$ cat config.mk
export PLATFORM = sky130hd
export DESIGN_NAME = load_store_unit_flat
export DESIGN_NICKNAME = d
export VERILOG_FILES = /design/src/rtl/lsu_pkg.sv /design/src/rtl/lsu_if.sv /design/src/rtl/lsu_lane_align.sv /design/src/rtl/load_store_unit.sv /design/src/flat_wrapper.sv
export SDC_FILE = /design/constraint.sdc
export NUM_CORES = 1
export LEC_CHECK = 0
export ABC_AREA = 1
export BUFFER_PORTS_ARGS = -buffer_cell sky130_fd_sc_hd__buf_2
export CORE_ASPECT_RATIO = 1.2
export CORE_MARGIN = 4
export CORE_UTILIZATION = 45
export DETAILED_ROUTE_END_ITERATION = 7
export HOLD_SLACK_MARGIN = 0.03
export PLACE_DENSITY = 0.69
export SYNTH_ARGS = -nofsm -noshare
export SYNTH_HDL_FRONTEND = slang
export SYNTH_SLANG_ARGS = --single-unit
$ cat constraint.sdc
create_clock -name clk -period 3.4 [get_ports clk]
set_input_delay 0.68 -clock clk [delete_from_list [all_inputs] [get_ports clk]]
set_output_delay 0.68 -clock clk [all_outputs]
set_load 0.01 [all_outputs]
$ cat src/rtl/lsu_pkg.sv
// Shared state encoding, funct3 codes and access-size helper for the load/store unit.
package lsu_pkg;

    localparam int LSU_XLEN    = 64;
    localparam int LSU_ADDR_HI = 10;

    typedef enum logic [2:0] {
        IDLE,
        RD,
        RMW_RD,
        WR,
        RESP
    } lsu_state_e;

    localparam logic [2:0] F3_B  = 3'b000;
    localparam logic [2:0] F3_H  = 3'b001;
    localparam logic [2:0] F3_W  = 3'b010;
    localparam logic [2:0] F3_D  = 3'b011;
    localparam logic [2:0] F3_BU = 3'b100;
    localparam logic [2:0] F3_HU = 3'b101;
    localparam logic [2:0] F3_WU = 3'b110;

    function automatic logic [3:0] size_bytes(input logic [2:0] funct3);
        case (funct3)
            F3_B, F3_BU: size_bytes = 4'd1;
            F3_H, F3_HU: size_bytes = 4'd2;
            F3_W, F3_WU: size_bytes = 4'd4;
            default:     size_bytes = 4'd8;
        endcase
    endfunction

endpackage

$ cat src/rtl/lsu_if.sv
// Request/response handshake and data-memory port of the load/store unit.
interface lsu_if #(
    parameter int XLEN = 64
);
    logic            req_valid;
    logic            req_ready;
    logic            req_write;
    logic [2:0]      req_funct3;
    logic [XLEN-1:0] req_addr;
    logic [XLEN-1:0] req_wdata;

    logic            resp_valid;
    logic            resp_ready;
    logic [XLEN-1:0] resp_rdata;
    logic            resp_err;

    logic            mem_read;
    logic            mem_write;
    logic [XLEN-1:0] mem_addr;
    logic [XLEN-1:0] mem_wdata;
    logic [XLEN-1:0] mem_rdata;

    // Environment side: execute stage plus data memory.
    modport master (
        output req_valid, req_write, req_funct3, req_addr, req_wdata, resp_ready, mem_rdata,
        input  req_ready, resp_valid, resp_rdata, resp_err, mem_read, mem_write, mem_addr, mem_wdata
    );

    modport slave (
        input  req_valid, req_write, req_funct3, req_addr, req_wdata, resp_ready, mem_rdata,
        output req_ready, resp_valid, resp_rdata, resp_err, mem_read, mem_write, mem_addr, mem_wdata
    );
endinterface

$ cat src/rtl/lsu_lane_align.sv
// Byte-lane extraction with sign/zero extension, and sub-word merge into a 64-bit word.
module lsu_lane_align
    import lsu_pkg::*;
(
    input  logic [63:0] i_rdata,
    input  logic [63:0] i_wdata,
    input  logic [2:0]  i_off,
    input  logic [2:0]  i_funct3,
    output logic [63:0] o_ext,
    output logic [63:0] o_merged
);

    logic [63:0] w_rsh;
    logic [63:0] w_wsh;
    logic [3:0]  w_size;

    assign w_rsh  = i_rdata >> {i_off, 3'b000};
    assign w_wsh  = i_wdata << {i_off, 3'b000};
    assign w_size = size_bytes(i_funct3);

    always_comb begin
        o_ext = w_rsh;
        case (i_funct3)
            F3_B:    o_ext = {{56{w_rsh[7]}},  w_rsh[7:0]};
            F3_H:    o_ext = {{48{w_rsh[15]}}, w_rsh[15:0]};
            F3_W:    o_ext = {{32{w_rsh[31]}}, w_rsh[31:0]};
            F3_BU:   o_ext = {56'd0, w_rsh[7:0]};
            F3_HU:   o_ext = {48'd0, w_rsh[15:0]};
            F3_WU:   o_ext = {32'd0, w_rsh[31:0]};
            default: o_ext = w_rsh;
        endcase
    end

    // Requests are aligned before they get here, so the lane never crosses the word.
    always_comb begin
        o_merged = i_rdata;
        for (int i = 0; i < 8; i++) begin
            if ((4'(i) >= {1'b0, i_off}) && (4'(i) < ({1'b0, i_off} + w_size)))
                o_merged[i*8 +: 8] = w_wsh[i*8 +: 8];
        end
    end

endmodule

$ cat src/rtl/load_store_unit.sv
// Data-memory initiator: one load/store per handshake, sub-word stores via read-modify-write.
//
//  state  | meaning
//  IDLE   | ready for a request; errors go straight to RESP
//  RD     | load read; capture extended lane
//  RMW_RD | sub-word store read; capture merged word
//  WR     | single-cycle memory write
//  RESP   | response held until resp_ready
module load_store_unit
    import lsu_pkg::*;
#(
    parameter int XLEN    = LSU_XLEN,
    parameter int ADDR_HI = LSU_ADDR_HI
)(
    input logic  clk,
    input logic  rst_n,
    lsu_if.slave bus
);

    lsu_state_e      r_state;
    lsu_state_e      w_next;
    logic [2:0]      r_funct3;
    logic [XLEN-1:0] r_addr;
    logic [XLEN-1:0] r_wdata;
    logic [XLEN-1:0] r_rdata;
    logic [XLEN-1:0] r_merged;
    logic            r_err;

    logic            w_misaligned;
    logic            w_illegal;
    logic            w_out_of_range;
    logic            w_err;
    logic            w_accept;
    logic            w_req_ready;
    logic            w_resp_valid;
    logic            w_mem_read;
    logic            w_mem_write;
    logic [XLEN-1:0] w_ext;
    logic [XLEN-1:0] w_merged;

    assign w_misaligned   = (bus.req_addr[2:0] & 3'(size_bytes(bus.req_funct3) - 4'd1)) != 3'b000;
    assign w_illegal      = (bus.req_funct3 == 3'b111) || (bus.req_write && bus.req_funct3[2]);
    assign w_out_of_range = (bus.req_addr >> (ADDR_HI + 1)) != '0;
    assign w_err          = w_misaligned || w_illegal || w_out_of_range;
    assign w_accept       = bus.req_valid && w_req_ready;

    lsu_lane_align u_align (
        .i_rdata  (bus.mem_rdata),
        .i_wdata  (r_wdata),
        .i_off    (r_addr[2:0]),
        .i_funct3 (r_funct3),
        .o_ext    (w_ext),
        .o_merged (w_merged)
    );

    always_ff @(posedge clk or negedge rst_n) begin
        if (!rst_n) r_state <= IDLE;
        else        r_state <= w_next;
    end

    always_comb begin
        w_next       = r_state;
        w_req_ready  = 1'b0;
        w_resp_valid = 1'b0;
        w_mem_read   = 1'b0;
        w_mem_write  = 1'b0;
        case (r_state)
            IDLE: begin
                w_req_ready = 1'b1;
                if (bus.req_valid) begin
                    if (w_err)                      w_next = RESP;
                    else if (!bus.req_write)        w_next = RD;
                    else if (bus.req_funct3 == F3_D) w_next = WR;
                    else                            w_next = RMW_RD;
                end
            end
            RD: begin
                w_mem_read = 1'b1;
                w_next     = RESP;
            end
            RMW_RD: begin
                w_mem_read = 1'b1;
                w_next     = WR;
            end
            WR: begin
                w_mem_write = 1'b1;
                w_next      = RESP;
            end
            RESP: begin
                w_resp_valid = 1'b1;
                if (bus.resp_ready) w_next = IDLE;
            end
            default: w_next = IDLE;
        endcase
    end

    always_ff @(posedge clk or negedge rst_n) begin
        if (!rst_n) begin
            r_funct3 <= '0;
            r_addr   <= '0;
            r_wdata  <= '0;
            r_rdata  <= '0;
            r_merged <= '0;
            r_err    <= 1'b0;
        end else begin
            if (w_accept) begin
                r_funct3 <= bus.req_funct3;
                r_addr   <= bus.req_addr;
                r_wdata  <= bus.req_wdata;
                r_err    <= w_err;
                r_rdata  <= '0;
            end
            if (r_state == RD)     r_rdata  <= w_ext;
            if (r_state == RMW_RD) r_merged <= w_merged;
        end
    end

    // Memory strobes come only from state, so an async reset kills a pending write at once.
    assign bus.req_ready  = w_req_ready;
    assign bus.resp_valid = w_resp_valid;
    assign bus.resp_rdata = (r_state == RESP) ? r_rdata : '0;
    assign bus.resp_err   = (r_state == RESP) && r_err;
    assign bus.mem_read   = w_mem_read;
    assign bus.mem_write  = w_mem_write;
    assign bus.mem_addr   = (w_mem_read || w_mem_write) ? {r_addr[XLEN-1:3], 3'b000} : '0;
    assign bus.mem_wdata  = w_mem_write ? ((r_funct3 == F3_D) ? r_wdata : r_merged) : '0;

endmodule

$ cat src/flat_wrapper.sv
// flat-port wrapper written by rule: the top's interface ports become plain ports
module load_store_unit_flat import lsu_pkg::*;
#(
    parameter int XLEN    = LSU_XLEN,
    parameter int ADDR_HI = LSU_ADDR_HI
)
  (clk, rst_n, bus_req_valid, bus_req_write, bus_req_funct3, bus_req_addr, bus_req_wdata, bus_resp_ready, bus_mem_rdata, bus_req_ready, bus_resp_valid, bus_resp_rdata, bus_resp_err, bus_mem_read, bus_mem_write, bus_mem_addr, bus_mem_wdata);
  lsu_if #(.XLEN(XLEN)) bus_i ();
  input logic clk;
  input logic rst_n;
  input wire logic [$bits(bus_i.req_valid)-1:0] bus_req_valid;
  input wire logic [$bits(bus_i.req_write)-1:0] bus_req_write;
  input wire logic [$bits(bus_i.req_funct3)-1:0] bus_req_funct3;
  input wire logic [$bits(bus_i.req_addr)-1:0] bus_req_addr;
  input wire logic [$bits(bus_i.req_wdata)-1:0] bus_req_wdata;
  input wire logic [$bits(bus_i.resp_ready)-1:0] bus_resp_ready;
  input wire logic [$bits(bus_i.mem_rdata)-1:0] bus_mem_rdata;
  output wire logic [$bits(bus_i.req_ready)-1:0] bus_req_ready;
  output wire logic [$bits(bus_i.resp_valid)-1:0] bus_resp_valid;
  output wire logic [$bits(bus_i.resp_rdata)-1:0] bus_resp_rdata;
  output wire logic [$bits(bus_i.resp_err)-1:0] bus_resp_err;
  output wire logic [$bits(bus_i.mem_read)-1:0] bus_mem_read;
  output wire logic [$bits(bus_i.mem_write)-1:0] bus_mem_write;
  output wire logic [$bits(bus_i.mem_addr)-1:0] bus_mem_addr;
  output wire logic [$bits(bus_i.mem_wdata)-1:0] bus_mem_wdata;
  assign bus_i.req_valid = bus_req_valid;
  assign bus_i.req_write = bus_req_write;
  assign bus_i.req_funct3 = bus_req_funct3;
  assign bus_i.req_addr = bus_req_addr;
  assign bus_i.req_wdata = bus_req_wdata;
  assign bus_i.resp_ready = bus_resp_ready;
  assign bus_i.mem_rdata = bus_mem_rdata;
  assign bus_req_ready = bus_i.req_ready;
  assign bus_resp_valid = bus_i.resp_valid;
  assign bus_resp_rdata = bus_i.resp_rdata;
  assign bus_resp_err = bus_i.resp_err;
  assign bus_mem_read = bus_i.mem_read;
  assign bus_mem_write = bus_i.mem_write;
  assign bus_mem_addr = bus_i.mem_addr;
  assign bus_mem_wdata = bus_i.mem_wdata;
  load_store_unit #(.XLEN(XLEN), .ADDR_HI(ADDR_HI)) u_core (.clk(clk), .rst_n(rst_n), .bus(bus_i));
endmodule
======== Word-level counts from Yosys, hierarchy flattened ========
Cells that the tools add are included.
operators by class
  add/subtract/negate cells ............... 2
  magnitude comparators ................... 15
  eq/ne operators ......................... 19
  shift operators ......................... 2
  muxes and demuxes ....................... 27
  bitwise operators ....................... 1
  reductions and logical operators ........ 29
operators by type and width
  kind                  number
  $mux W64              6
  $pmux W64 S6          1
  $mux W8               8
  $reduce_bool A64 Y1   1
  $shl A64 B6 Y64       1
  $shr A64 B6 Y64       1
  $eq A3 B3 Y1 const B  8
  $eq A3 B2 Y1 const B  6
  $lt A3 B4 Y1 const A  4
  $reduce_or A2 Y1      8
  $mux W3               4
  $pmux W3 S4           1
  $pmux W4 S3           1
  $logic_and A1 B1 Y1   10
  $eq A3 B1 Y1 const B  3
  $ge A3 B3 Y1 const A  3
  $logic_not A3 Y1      3
  $pmux W3 S3           1
  $lt A1 B4 Y1 const A  2
  $lt A2 B4 Y1 const A  2
  $ge A1 B3 Y1 const A  2
  $ge A2 B3 Y1 const A  2
  $mux W1               5
  $add A3 B4 Y4         1
  7 further kinds       11
storage, ports and cells
  flip-flop bits (word level) ............. 263
  input port bits ......................... 200
  output and inout bits ................... 197
  word-level logic and storage cells ...... 102

======== Logic depth before layout (Yosys ltp) ========
Gate-level depths: netlist (run 1).
  word-level depth ........................ 11
  depth in mapped cells ................... 15
  depth with buffers taken out ............ 14

======== Modules after synthesis ========
Synthesis (run 1) repeated with hierarchy kept, for this count alone.
unflattened totals
  cell total of the unflattened synthesis .. 2538
  area, all modules ....................... 17120.2 um^2
modules (own cells, without submodules)
  module           times used  cells each  area each (um^2)  sequential area each (um^2)
  load_store_unit  1           1437        12105.4           6581.3
  lsu_lane_align   1           1101        5014.8            0.0

======== Worst setup path after synthesis (run 1) ========
OpenSTA, ideal clock, no wires.
  path type ............................... register to register
  from .................................... register u_core.r_addr[1]
  to ...................................... register u_core.r_merged[48]
  library setup time ...................... 66 ps
  arrival time ............................ 2404 ps
  required time ........................... 3334 ps
  slack ................................... 931 ps
  cell stages (with the launch flop) ...... 12
  buffers on the path ..................... 2
  clock period less this slack ............ 2469 ps
  cells stage by stage .................... dfrtp_1 -> inv_1 -> buf_2 -> clkbuf_1 -> fa_1 -> inv_1 -> nand2_1 -> o211ai_2 -> nand2_1 -> nand2_1 -> nand3_1 -> nand2_1
between the ends
  longest elaborated chain between the ends .. 4
  elaborated cells on any way between the ends .. 6
  classes of those cells .................. add/sub (1); order compare (2); shift (1); mux (1); reduce/logical (1)
RTL lines
  element                 RTL line                source
  from (decl)             load_store_unit.sv:23   logic [XLEN-1:0] r_addr;
  from (signal assigned)  load_store_unit.sv:108  r_addr <= bus.req_addr;
  $add A3 B4 Y4           lsu_lane_align.sv:38    if ((4'(i) >= {1'b0, i_off}) && (4'(i) < ({1'b0, i_off} + w_size)))
  $lt A3 B4 Y1            lsu_lane_align.sv:38
  $logic_and A1 B1 Y1     lsu_lane_align.sv:38
  $mux W8 *               lsu_lane_align.sv:38
  to (signal assigned)    load_store_unit.sv:114  if (r_state == RMW_RD) r_merged <= w_merged;
  to (decl)               load_store_unit.sv:26   logic [XLEN-1:0] r_merged;
Every way passes the cells marked *; elsewhere a longest branch is shown, timed or not.
A chain may end at the register's enable or synchronous reset.

======== Worst setup path after layout (run 1) ========
  from .................................... register u_core.r_state[1]
  to ...................................... output port bus_mem_wdata[21]
between the ends
  longest elaborated chain between the ends .. 3
RTL lines
  element                 RTL line                source
  from (decl)             load_store_unit.sv:20   lsu_state_e r_state;
  from (signal assigned)  load_store_unit.sv:58   else r_state <= w_next;
  $eq A3 B2 Y1            load_store_unit.sv:67   case (r_state)
  $mux W1                 load_store_unit.sv:67
  $mux W64                load_store_unit.sv:126  assign bus.mem_wdata = w_mem_write ? ((r_funct3 == F3_D) ? r_wdata : r_merged) : '0;
  to (decl)               flat_wrapper.sv:25      output wire logic [$bits(bus_i.mem_wdata)-1:0] bus_mem_wdata;
No other way between the ends.

==> impl_results.md, run 1 <==
- Startpoint Class: flip-flop
- R2R setup slack: 0.43 ns
- GRT met2 Usage: 0.546
- Post-Layout Cell Count: 3,311
- Met1 GRT Util: 0.473
- Cell Area, Synth: 0.0166 mm²
- Critical R2R Capture: u_core.r_merged[24]
- Worst vdd ir: 0.465 mV
- Slowest cell on the critical path: dfrtp_1
- Remaining DRCs: 0
- Fin. Hold Viols: 0
- CTS tree: built
- Remaining global-route overflow: 0
- Crit path time final: 3.26 ns
- Vias in the first global route: 17,700
- Die height: 218 µm
- Setup TNS: 0 ns
- Post-synth EDFFs: 0
- Vias per cell: 5.54
- Worst setup EP type: output port
- Final period util: 0.958
- Worst endpoint data arrival time: 2.58 ns
- Initial drt markers: 2,221
- Worst EP required: 2.72 ns
- Slew @ Worst Pin: 0.992 ns
- Final WL: 70.8 mm
- Ys async rst share: 1.00
- Initial Util: 0.458
- Most frequent cell after synthesis: nand2_1
- CTS Buf Count: 29
- Reg2Reg Launch Point: u_core.r_funct3[1]
- Placed Area: 0.0187 mm²
- Die Area: 0.0399 mm²
- Finished Cell Area: 0.0198 mm²
- Postcts setup bufs: 0
- Clk_lat worst skew: 0.57 ns
- Global-route wire length before repair: 106 mm
- Largest fanout on the critical path: 58
- Placed insts: 3,255
- Top_reg_cell synth: dfrtp_1
- Worst slew margin relative to its limit: 0.332
- Max-Cap Viols: 0
- Largest net degree at the start of global routing: 149
- Gr busiest metal: met2
- Post-synth top area share: 0.398
- Area grow syn2layout: 19.3%
- Detailed Place HPWL: 54.0 mm
- Post-Syn Instances: 2,518
- Worst-case clock buffer depth: 3
- Root Buffer: clkbuf_16
- Final RePlAce weighted congestion: 1.02
- Antenna-violating nets left: 0
- Crit Path Category: flip-flop to output port
- Layout cells sized above 1: 0.185
- Reg2Reg Depth: 13
- Yosys cell types: 37
- Most area-hungry cell type in the Yosys netlist: dfrtp_1
- Yosys reg bits: 263
- Row cnt: 76
- Crit-path cells: inv_1 > nor3_2 > buf_8 > o21ai_0 > a21oi_1 > buf_2
- CP peak stage delay: 0.42 ns
- Clk pin slew, worst setup/hold paths: 0.06 ns
- Initial antenna violation count: 4
- F_max: 307 MHz
- Outcome: finished, final reports clean
- # IOs: 397
- Drt pass-1 iters: 6
- Final clock skew: 0.0109 ns
- Htree depth: 1
- Sequential area share after synthesis: 0.398
- Die X: 183 µm
- Met3 Use GR: 0.0588
- Hold Crit Class: primary input to asynchronous set/reset pin
- Max Slew Vio Count: 0
- Buffers on Ports: 393
- WL/cell: 21.4 µm
- P per Cell Area: 840 mW/mm²
- RSZ-0062 raised after global routing: false
- Ys Warns: 0
- Final Net Count: 3,023
- Leakage: 10.4 nW
- Final setup fails: 0
- CTS sink count: 263
- Synth cell count leaders: 715 x nand2_1, 418 x o21ai_0, 290 x inv_1, 277 x nor2_1, 263 x dfrtp_1
- Hold_buf cts: 0
- Syn_area_per_cell: 6.57 µm²
- Top cells by area, synth: dfrtp_1 40%, nand2_1 16%, o21ai_0 13%
- Core footprint: 0.0361 mm²
- GR Util All Layers: 0.341
- Via count: 18,300
-- metal layers --
metal	part of all wire	wire length (µm)
met1	0.41	28800
met2	0.46	32500
met3	0.097	6880
met4	0.036	2540
met5	0.00027	19
-- stage by stage --
stage	util	total power, mW	setup slack, ns	hold WS [ns]
CTS	0.546	16.3	0.0426	0.0883
global route	0.547	17.6	0.000863	0.110
finish	0.547	16.6	0.141	0.0735
global placement	0.517	12.8	0.464	0.457
detailed placement	0.517	12.8	0.479	0.464
floorplan	-	10.0	0.931	0.384
-- worst max-delay path by stage --
stage / to / startpoint / slack (ns)
3_5_place_dp: u_core.r_merged[24] / u_core.r_funct3[1] / 0.48
5_1_grt: bus_mem_wdata[21] / u_core.r_funct3[0] / 0.0009
4_1_cts: bus_mem_wdata[21] / u_core.r_state[1] / 0.04
3_3_place_gp: u_core.r_merged[28] / u_core.r_funct3[1] / 0.46
2_1_floorplan: u_core.r_merged[48] / u_core.r_addr[1] / 0.93
6_report: bus_mem_wdata[21] / u_core.r_state[1] / 0.14
-- where the power goes --
part           total, mW  internal (mW)  switching, mW
sequential          4.50           3.92          0.581
combinational       8.62           2.21           6.41
clock               3.48           2.10           1.38
-- kinds of logic (layout without fill, tap and decap cells) --
| logic type | Yosys count | count (layout) | share of synthesized area |
|---|---|---|---|
| and+or+nand+nor | 1197 | 1197 | 0.292 |
| xor gates and xnor gates | 1 | 1 | 0.00166 |
| other | 1 | 5 | 0.000227 |
| buffers and inverters | 461 | 782 | 0.118 |
| AOI/OAI and AO/OA | 591 | 591 | 0.187 |
| DFF | 263 | 263 | 0.398 |
| adders and majority gates | 4 | 4 | 0.00348 |
-- cells in the final DEF, fill, tap and decap left out, types with 5 or more instances in the layout --
cell type / instances
nand2_1: 714
o21ai_0: 418
buf_2: 392
inv_1: 288
nor2_1: 276
dfrtp_1: 262
nand3_1: 165
a21oi_1: 104
o211ai_1: 36
buf_4: 36
clkbuf_16: 30
o21ai_1: 14
o22ai_1: 13
nand2_2: 9
clkinv_2: 8
and2_1: 7
bufinv_16: 6
nor3_1: 5
-- worst max-delay path, delay by kind of cell, from the launching register on --
family | cells | cell delay [ns]
DFF | 1 | 0.42
buffers and inverters | 3 | 0.66
AOI/OAI and AO/OA | 2 | 0.58
and+or+nand+nor | 1 | 0.33
-- state kept, by name (all words and copies together), names as in the netlist --
name             cells
u_core.r_addr       64
u_core.r_merged     64
u_core.r_rdata      64
u_core.r_wdata      64
u_core.r_funct3      3
u_core.r_state       3
u_core.r_err         1
-- layout make-up --
| type | instances | area (µm²) |
|---|---|---|
| fillers | 3726 | 16400 |
| multi-input cells | 1796 | 8060 |
| well taps | 468 | 586 |
| flip-flops and latches | 263 | 6590 |
| inverters | 293 | 1100 |
| repair buffers | 436 | 2380 |
| diodes | 2 | 5.00 |
| clock buffers | 36 | 792 |
| clock inverters | 17 | 244 |
-- repair_timing --
item,4_1_cts,5_1_grt
gates resized for setup,1,4
gates cloned,0,1
setup endpoints to repair,2,2
Power figures use the tool's default switching activity.
==> run 2, diff against run 1 <==
--- a/config.mk
+++ b/config.mk
@@ -7,7 +7,7 @@
 export LEC_CHECK = 0
 export ABC_AREA = 1
 export BUFFER_PORTS_ARGS = -buffer_cell sky130_fd_sc_hd__buf_2
-export CORE_ASPECT_RATIO = 1.2
+export CORE_ASPECT_RATIO = 0.75
 export CORE_MARGIN = 4
 export CORE_UTILIZATION = 45
 export DETAILED_ROUTE_END_ITERATION = 7
==> impl_results.md, run 2 (synthesized netlist as in run 1, its figures left out) <==
- Final WL: 71.3 mm
- R2R setup slack: 0.34 ns
- Buffers on Ports: 393
- Via count: 18,500
- Vias per cell: 5.53
- Hold_buf cts: 0
- Vias in the first global route: 17,500
- Reg2Reg Depth: 13
- Largest fanout on the critical path: 18
- DRT met1 WL: 31.5 mm
- Final setup fails: 0
- Initial antenna violation count: 3
- Metal3 WL: 7.85 mm
- Fin. Hold Viols: 0
- Final Net Count: 3,035
- P per Cell Area: 833 mW/mm²
- Clk_lat worst skew: 0.60 ns
- Slew @ Worst Pin: 1.13 ns
- Initial Util: 0.458
- Final clock skew: 0.0208 ns
- Die height: 174 µm
- Final period util: 0.921
- Setup TNS: 0 ns
- Row cnt: 60
- Worst-case clock buffer depth: 3
- Clk pin slew, worst setup/hold paths: 0.06 ns
- Postcts setup bufs: 0
- Slowest cell on the critical path: dfrtp_1
- Max Slew Vio Count: 0
- CTS sink count: 263
- GR Util All Layers: 0.348
- Critical R2R Capture: u_core.r_merged[31]
- Crit Path Category: flip-flop to output port
- Most frequent cells in the layout: 714 x nand2_1, 418 x o21ai_0, 392 x buf_2, 288 x inv_1, 276 x nor2_1
- Area grow syn2layout: 20.1%
- Remaining global-route overflow: 0
- Layout cells sized above 1: 0.187
- Startpoint Class: flip-flop
- Global-route wire length before repair: 109 mm
- Outcome: finished, final reports clean
- Root Buffer: clkbuf_16
- # IOs: 397
- Remaining DRCs: 0
- Die Area: 0.0399 mm²
- Commonest non-fill, non-tap cell in the layout: nand2_1
- RSZ-0062 raised after global routing: false
- Core footprint: 0.0361 mm²
- DR top layer: met5
- Worst endpoint data arrival time: 2.45 ns
- Die X: 229 µm
- Largest net degree at the start of global routing: 118
- Worst vdd ir: 0.511 mV
- Reg2Reg Launch Point: u_core.r_funct3[1]
- Antenna-violating nets left: 0
- CTS Buf Count: 29
- Worst setup EP type: output port
- Htree depth: 1
- Initial drt markers: 2,335
- Max-Cap Viols: 0
- Crit path time final: 3.13 ns
- Fillers: 3,704
- Fin util: 0.550
- F_max: 319 MHz
- Metal2 WL: 30.4 mm
- Hold Crit Class: primary input to asynchronous set/reset pin
- CTS tree: built
- Detailed Place HPWL: 54.8 mm
- Leakage: 10.4 nW
- WL/cell: 21.3 µm
- Crit-path cells: nand2_1 > nor2_4 > buf_4 > o21ai_0 > a21oi_1 > buf_2
- CP peak stage delay: 0.47 ns
- Post-CTS resize count: 0
- Worst slew margin relative to its limit: 0.241
- Final RePlAce weighted congestion: 1.04
- Worst EP required: 2.72 ns
- Drt pass-1 iters: 6
-- run 2: cell count changes in the layout (fill, tap and decap cells not counted), sizes merged --
cell      previous run  this run
buf                435       448
clkbuf              37        44
clkinv               9         4
bufinv               6         2
clkinvlp             2         1
diode                2         3
inv                293       294
-- run 2: critical path: cells and delay by family (launching register included) --
| kind | cells | cell delay [ns] |
|---|---|---|
| AND/OR/NAND/NOR | 2 | 0.57 |
| flip-flops | 1 | 0.47 |
| buffers and inverters | 2 | 0.49 |
| AO/OA/AOI/OAI | 2 | 0.33 |
-- run 2: how the worst max path moves through the flow --
stage	startpoint	to	slack, ns	depth (start not counted)
finish	u_core.r_funct3[0]	bus_mem_wdata[5]	0.27	6
global route	u_core.r_funct3[1]	u_core.r_merged[26]	0.16	13
floorplan	u_core.r_addr[1]	u_core.r_merged[48]	0.93	11
global placement	u_core.r_funct3[1]	u_core.r_merged[31]	0.44	13
detailed placement	u_core.r_funct3[1]	u_core.r_merged[31]	0.44	13
CTS	u_core.r_funct3[0]	bus_mem_wdata[5]	0.32	6
-- run 2: per-layer routing --
| layer | track usage | up-vias |
|---|---|---|
| met2 | 0.515 | 1019 |
| met5 | 0 | - |
| met4 | 0.0760 | 4 |
| li1 | - | 8610 |
| met3 | 0.0819 | 108 |
| met1 | 0.519 | 8801 |
-- run 2: layout make-up --
class | instances | area [µm²] | area share
flip-flops and latches | 263 | 6590 | 0.331
repair buffers | 448 | 2510 | 0.127
multi-input cells | 1796 | 8060 | 0.406
inverters | 293 | 1100 | 0.0556
diodes | 3 | 7.51 | 0.000378
well taps | 496 | 621 | 0.0312
clock inverters | 8 | 108 | 0.00541
clock buffers | 44 | 872 | 0.0439
-- run 2: stage by stage --
stage / instances / power, mW / instance area (µm²) / hold WS, ns / setup slack (ns)
floorplan: 2520 / 10.0 / 16600 / 0.384 / 0.931
global placement: 3296 / 12.9 / 18900 / 0.461 / 0.439
CTS: 3348 / 16.3 / 19900 / 0.0618 / 0.316
detailed placement: 3296 / 12.9 / 18900 / 0.463 / 0.443
global route: 3350 / 17.6 / 19900 / 0.0755 / 0.164
finish: 3351 / 16.6 / 19900 / 0.0532 / 0.269
-- run 2: where the power goes --
part / switching (mW) / leakage, nW / internal (mW)
sequential: 0.592 / 3.16 / 3.92
clock: 1.40 / 0.483 / 1.92
combinational: 6.40 / 6.78 / 2.34
